**src/rtl/obstacle_manager.sv**
```systemverilog
// obstacle_manager: 10-slot obstacle table with spawn handshake, per-frame scroll pass and retirement.
module obstacle_manager #(
  parameter int          NUM_SLOTS = 10,
  parameter logic [9:0]  SPAWN_POS = 10'd1023,
  parameter int          SPEED_W   = 4
) (
  input  logic                           system_clock_in,
  input  logic                           reset_n_in,
  input  logic                           vsync_in,
  input  logic                           pause_in,
  input  logic                           clear_in,
  input  logic [SPEED_W-1:0]             speed_in,
  input  logic                           spawn_valid_in,
  output logic                           spawn_ready_out,
  input  logic [1:0]                     spawn_type_in,
  input  logic [1:0]                     spawn_lane_in,
  output logic [NUM_SLOTS-1:0][14:0]     obstacles_out,
  output logic [3:0]                     active_count_out,
  output logic                           passed_out,
  output logic                           busy_out
);
  typedef enum logic {IDLE, SCROLL} state_t;
  localparam logic [3:0] LAST = 4'(NUM_SLOTS - 1);
  state_t state, state_n;
  logic [3:0] idx, idx_n, free_idx, cnt;
  logic [SPEED_W-1:0] speed_r, speed_n;
  logic pending, pending_n, vsync_r, tick, accept, passed_n, has_free, free_n, ready_n;
  logic [NUM_SLOTS-1:0][14:0] tbl_n;
  logic [14:0] cur;
  logic [9:0] spd10;
  assign tick     = vsync_r & ~vsync_in;
  assign accept   = spawn_valid_in & spawn_ready_out & ~clear_in;
  assign busy_out = state == SCROLL;
  assign spd10    = 10'(speed_r);
  assign cur      = obstacles_out[idx];
  always_comb begin
    has_free = 1'b0;
    free_idx = '0;
    cnt      = '0;
    for (int i = NUM_SLOTS - 1; i >= 0; i--) begin
      cnt = cnt + 4'(obstacles_out[i][0]);
      if (!obstacles_out[i][0]) begin
        has_free = 1'b1;
        free_idx = 4'(i);
      end
    end
  end
  always_comb begin
    tbl_n     = obstacles_out;
    state_n   = state;
    idx_n     = idx;
    speed_n   = speed_r;
    pending_n = pending;
    passed_n  = 1'b0;
    if (clear_in) begin
      tbl_n     = '0;
      state_n   = IDLE;
      idx_n     = '0;
      pending_n = 1'b0;
    end else begin
      if (state == IDLE && pending) begin
        state_n   = SCROLL;
        idx_n     = '0;
        speed_n   = speed_in;
        pending_n = 1'b0;
      end else if (tick && !pause_in) pending_n = 1'b1;
      // lane 3 completes the handshake but never occupies a slot
      if (accept && has_free && spawn_lane_in != 2'd3)
        tbl_n[free_idx] = {spawn_type_in, SPAWN_POS, spawn_lane_in, 1'b1};
      if (state == SCROLL) begin
        if (cur[0]) begin
          if (cur[12:3] < spd10) begin
            tbl_n[idx][0] = 1'b0;
            passed_n      = 1'b1;
          end else tbl_n[idx][12:3] = cur[12:3] - spd10;
        end
        idx_n   = idx == LAST ? 4'd0 : idx + 4'd1;
        state_n = idx == LAST ? IDLE : SCROLL;
      end
    end
    free_n = 1'b0;
    for (int i = 0; i < NUM_SLOTS; i++) free_n = free_n | ~tbl_n[i][0];
    ready_n = state_n == IDLE && !pending_n && free_n;
  end
  always_ff @(posedge system_clock_in or negedge reset_n_in) begin
    if (!reset_n_in) begin
      obstacles_out    <= '0;
      active_count_out <= '0;
      passed_out       <= 1'b0;
      spawn_ready_out  <= 1'b0;
      state            <= IDLE;
      idx              <= '0;
      speed_r          <= '0;
      pending          <= 1'b0;
      vsync_r          <= 1'b1;
    end else begin
      obstacles_out    <= tbl_n;
      active_count_out <= cnt;
      passed_out       <= passed_n;
      spawn_ready_out  <= ready_n;
      state            <= state_n;
      idx              <= idx_n;
      speed_r          <= speed_n;
      pending          <= pending_n;
      vsync_r          <= vsync_in;
    end
  end
endmodule

```
**config.mk**
```make
export PLATFORM = sky130hd
export DESIGN_NAME = obstacle_manager
export DESIGN_NICKNAME = d
export VERILOG_FILES = /design/src/rtl/obstacle_manager.sv
export SDC_FILE = /design/constraint.sdc
export NUM_CORES = 1
export LEC_CHECK = 0
export ABC_AREA = 1
export ABC_CLOCK_PERIOD_IN_PS = 3680
export BUFFER_PORTS_ARGS = -buffer_cell sky130_fd_sc_hd__buf_4
export CORE_ASPECT_RATIO = 0.9
export CORE_UTILIZATION = 25
export CTS_CLUSTER_SIZE = 20
export DETAILED_ROUTE_END_ITERATION = 12
export PLACE_DENSITY_LB_ADDON = 0.25
export SYNTH_ARGS = -nofsm -noshare
export SYNTH_HDL_FRONTEND = slang
export SYNTH_SLANG_ARGS = --single-unit
```
**constraint.sdc**
```tcl
create_clock -name system_clock_in -period 3.68 [get_ports system_clock_in]
set_input_delay 1.104 -clock system_clock_in [delete_from_list [all_inputs] [get_ports system_clock_in]]
set_output_delay 1.104 -clock system_clock_in [all_outputs]
set_load 0.05 [all_outputs]
```
==> PnR_summary.wiki <==
{| class="wikitable"
! Metric !! Value
|-
| Standard-cell row count || a little over 60
|-
| Startpoint of the worst register-to-register path || idx[1]
|-
| Wire length of the first global-routing pass || approximately 48,000 µm
|-
| Synthesized Nets || 1,009
|-
| Last weighted congestion value of the routability-driven placer || around 0.93
|-
| CP max-delay cell || sky130_fd_sc_hd__dfrtp_2
|-
| Synthesis-to-finish area growth || 35.1%
|-
| Total of max-cap violations || 0
|-
| Endpoints failing hold || 0
|-
| Effective utilization at floorplan || 0.255
|-
| Number of antenna violations at the first check in global routing || 0
|-
| Sinks on the clock net || about 170
|-
| Type of element launching the critical path || flop
|-
| Post-detailed-placement cell area || about 10,000 µm²
|-
| Register-to-Register Setup Slack || around 0.17 ns
|-
| Launch instance of the worst min-delay path || obstacles_out[137]
|-
| Number of instances in the synthesized netlist || 982
|-
| Count of flip-flops with a built-in enable after synthesis || 0
|-
| Overall power of the completed layout || approximately 5200 µW
|-
| Hpwl dp || 24,300 µm
|-
| Routed wirelength normalized by instance count || ~20 µm
|-
| Yosys top cell area share || 0.507
|-
| Vertical extent of the die || 174 µm
|-
| Diodes inserted || 0
|-
| Final-report setup violation count || 0
|-
| Num ports || ~170
|-
| Horizontal extent of the die || approximately 190 µm
|-
| Fraction of the cycle the final worst path needs || 0.954
|-
| First DRT Iteration DRCs || 681
|-
| Power Density || 472 nW/µm²
|-
| Post-route DRC violation count || 14
|-
| Clock transition at the registers of the reported paths || 0.07 ns
|-
| Dominant cells by area after synthesis || sky130_fd_sc_hd__dfrtp_1 (51%), sky130_fd_sc_hd__nor2_1 (8.5%), sky130_fd_sc_hd__o21ai_0 (7.1%)
|-
| Crit path time final || about 3.5 ns
|-
| Mapped cell area || approximately 8200 µm²
|-
| Final Net Count || roughly 1,200
|-
| Largest stage delay on the critical path || about 0.46 ns
|-
| Synthesized area per cell || between 8 and 9 µm²
|-
| Status || finished, violations left
|-
| Vias per Instance || approximately 4.8
|-
| Count of cells along the worst register-to-register path || 18
|-
| H-tree Lvls || 4
|-
| Worst Max-Slew Pin Slew || about 0.66 ns
|-
| Min-delay worst type || reg2reg
|-
| Number of buffers added by the clock tree synthesis step || 17
|-
| Count of buffers from port buffering || 170
|-
| Type of the setup path with the least slack || reg2reg
|-
| Achievable Freq || 0.285 GHz
|-
| Final design instance area without fill || between 10,000 and 15,000 µm²
|-
| Critical path capture point type || flop
|-
| Skew-Pair Late Insertion Delay || between 0.4 and 0.5 ns
|-
| Number of distinct library cell variants in the gate-level netlist after synthesis || 46
|-
| Arr. time, crit path || 3.86 ns
|-
| Leading register cell type out of synthesis || sky130_fd_sc_hd__dfrtp_1
|-
| Top cell family by delay on the critical path || simple AND/OR/NAND/NOR gates
|-
| Total iterations of the first detailed-routing run || 9
|-
| Number of warning messages in the yosys log || 0
|-
| Overall global routing resource usage || 0.194
|-
| Maximum count of clock buffers along a single path || 2
|-
| Count of antenna-violating nets left after detailed routing || 0
|-
| Clock tree root buffer cell || sky130_fd_sc_hd__clkbuf_16
|-
| Largest vdd supply drop || ~360 µV
|-
| RSZ-0062 raised after global routing || false
|-
| Min-Delay Path Depth || 2
|-
| Cell with the most instances after synthesis || sky130_fd_sc_hd__nor2_1
|-
| Congestion Overflow GR || 0
|-
| Share of cells above drive strength 1 || 0.274
|-
| Synthesized flop and latch total || about 170
|-
| Worst Hold Path EP || obstacles_out[137]
|-
| Worst Path Required || between 4 and 5 ns
|-
| Violated checks || design-rule violations
|-
| DR vias || 7,845
|-
| CP Max Fanout || 7
|-
| Buffer and inverter count on the worst path || 4
|-
| Clock Skew || ~0.016 ns
|-
| Critical-path cell list || buf_4, nor2_2, buf_4, a22oi_1, a21oi_1, a21oi_1, nand2_1, ha_1, nand2_1, nor2_1, a211oi_2, nor2_1, nor3_2, nand3b_1, xor2_2, buf_4, buf_4, a21oi_1
|-
| Pin count of the biggest net entering global routing || between 60 and 70
|-
| Commonest cells in the synthesized netlist || sky130_fd_sc_hd__nor2_1 (185), sky130_fd_sc_hd__dfrtp_1 (166), sky130_fd_sc_hd__nand2_1 (152)
|-
| Drt total wl || 32,400 µm
|-
| Full die area || around 34,000 µm²
|-
| Share of synthesized area occupied by flip-flops and latches || 0.510
|-
| Count of pins over their slew limit || 0
|-
| Clock tree from TritonCTS || done
|-
| Sum of negative setup slack || 0 ns
|-
| Synth area leader || sky130_fd_sc_hd__dfrtp_1
|-
| Remaining max-slew budget at the tightest pin || 0.558
|-
| Core Area || around 32,000 µm²
|-
| Worst flop-to-flop path endpoint || obstacles_out[87]
|-
| Asr flop ratio synth || 1.00
|-
| Leak pwr || approximately 0.0055 µW
|-
| Vias in the first global route || approximately 7,500
|-
| Cell seen most often among critical-path stages || sky130_fd_sc_hd__buf_4
|}
## state kept, by name (all words and copies together), names as in the netlist
| register | count |
|---|---|
| busy_out | 1 |
| active_count_out | 4 |
| idx | 4 |
| obstacles_out | 150 |
| spawn_ready_out | 1 |
| pending | 1 |
| speed_r | 4 |
| passed_out | 1 |
| vsync_r | 1 |
## how the worst max path moves through the flow
| stage | startpoint | endpoint | cells after the start |
|---|---|---|---|
| after floorplan | idx[1] | obstacles_out[21] | 25 |
| after global placement | idx[1] | obstacles_out[117] | 16 |
| after detailed placement | idx[1] | obstacles_out[117] | 16 |
| after CTS | idx[1] | obstacles_out[117] | 16 |
| after global routing | idx[1] | obstacles_out[117] | 18 |
| final | idx[1] | obstacles_out[87] | 18 |
## cells in the final DEF, fill, tap and decap left out, types with 8 or more instances in the layout
| cell | netlist | routed |
|---|---|---|
| sky130_fd_sc_hd__nand4_1 | 16 | 16 |
| sky130_fd_sc_hd__nand2_4 | 13 | 14 |
| sky130_fd_sc_hd__nor2_2 | 7 | 8 |
| sky130_fd_sc_hd__buf_4 | 3 | 222 |
| sky130_fd_sc_hd__nor2_1 | 185 | 184 |
| sky130_fd_sc_hd__a21oi_1 | 60 | 58 |
| sky130_fd_sc_hd__inv_1 | 74 | 72 |
| sky130_fd_sc_hd__nand2_2 | 10 | 8 |
| sky130_fd_sc_hd__dfrtp_1 | 166 | 164 |
| sky130_fd_sc_hd__a22oi_1 | 19 | 19 |
| sky130_fd_sc_hd__nand2_1 | 152 | 151 |
| sky130_fd_sc_hd__inv_2 | 11 | 13 |
| sky130_fd_sc_hd__clkbuf_16 | 0 | 17 |
| sky130_fd_sc_hd__o21ai_1 | 29 | 28 |
| sky130_fd_sc_hd__o21ai_0 | 116 | 115 |
| sky130_fd_sc_hd__nand3_1 | 36 | 36 |
## layout make-up
class | instances | area [µm²]
well taps | 416 | 520
flip-flops and latches | 167 | 4180
multi-input cells | 696 | 3620
repair buffers | 231 | 1790
fillers | 3429 | 21000
clock inverters | 13 | 181
inverters | 87 | 334
clock buffers | 19 | 443
## worst reg2reg max path, delay by kind of cell (launching register included)
kind,cells,cell delay [ns]
and+or+nand+nor,7,0.97
AOI/OAI and AO/OA,5,0.89
buffers and inverters,4,0.69
DFF,1,0.46
adders and majority gates,1,0.25
xor gates and xnor gates,1,0.18
## metrics by stage
stage / util / instances / hold WS [ns] / worst slack, ns
2_1_floorplan: - / 982 / 0.485 / 0.232
3_3_place_gp: 0.321 / 1593 / 0.468 / 0.0629
3_5_place_dp: 0.321 / 1593 / 0.475 / 0.0334
4_1_cts: 0.340 / 1625 / 0.491 / 0.0199
5_1_grt: 0.345 / 1629 / 0.509 / 0.000186
6_report: 0.345 / 1629 / 0.489 / 0.169
## cells by family after synthesis
family,synth area share
fa+ha+maj,0.0263
simple gates,0.233
buf+inv,0.0605
xor+xnor,0.0105
flops,0.510
compound gates,0.158
mux,0.00137
## per-layer routing
metal  wire length (µm)  vias to the layer above  track usage
met5                  0                        -            0
met4                349                        0       0.0433
met3               1950                       21       0.0389
met2              14700                      252        0.289
met1              15400                     3902        0.287
li1                   -                     3670            -
## power by group
part	internal, µW	leakage, µW	switching (µW)
clock	1110	0.000297	825
sequential	1880	0.00230	37.5
combinational	436	0.00289	939
## what timing repair did
item                                    CTS  global route
resized for setup                         0            33
endpoints found under the setup margin    0           101
setup buffers                             0             3
hold buffers                              0             0
Note: power is estimated with default switching activity, not from simulation.
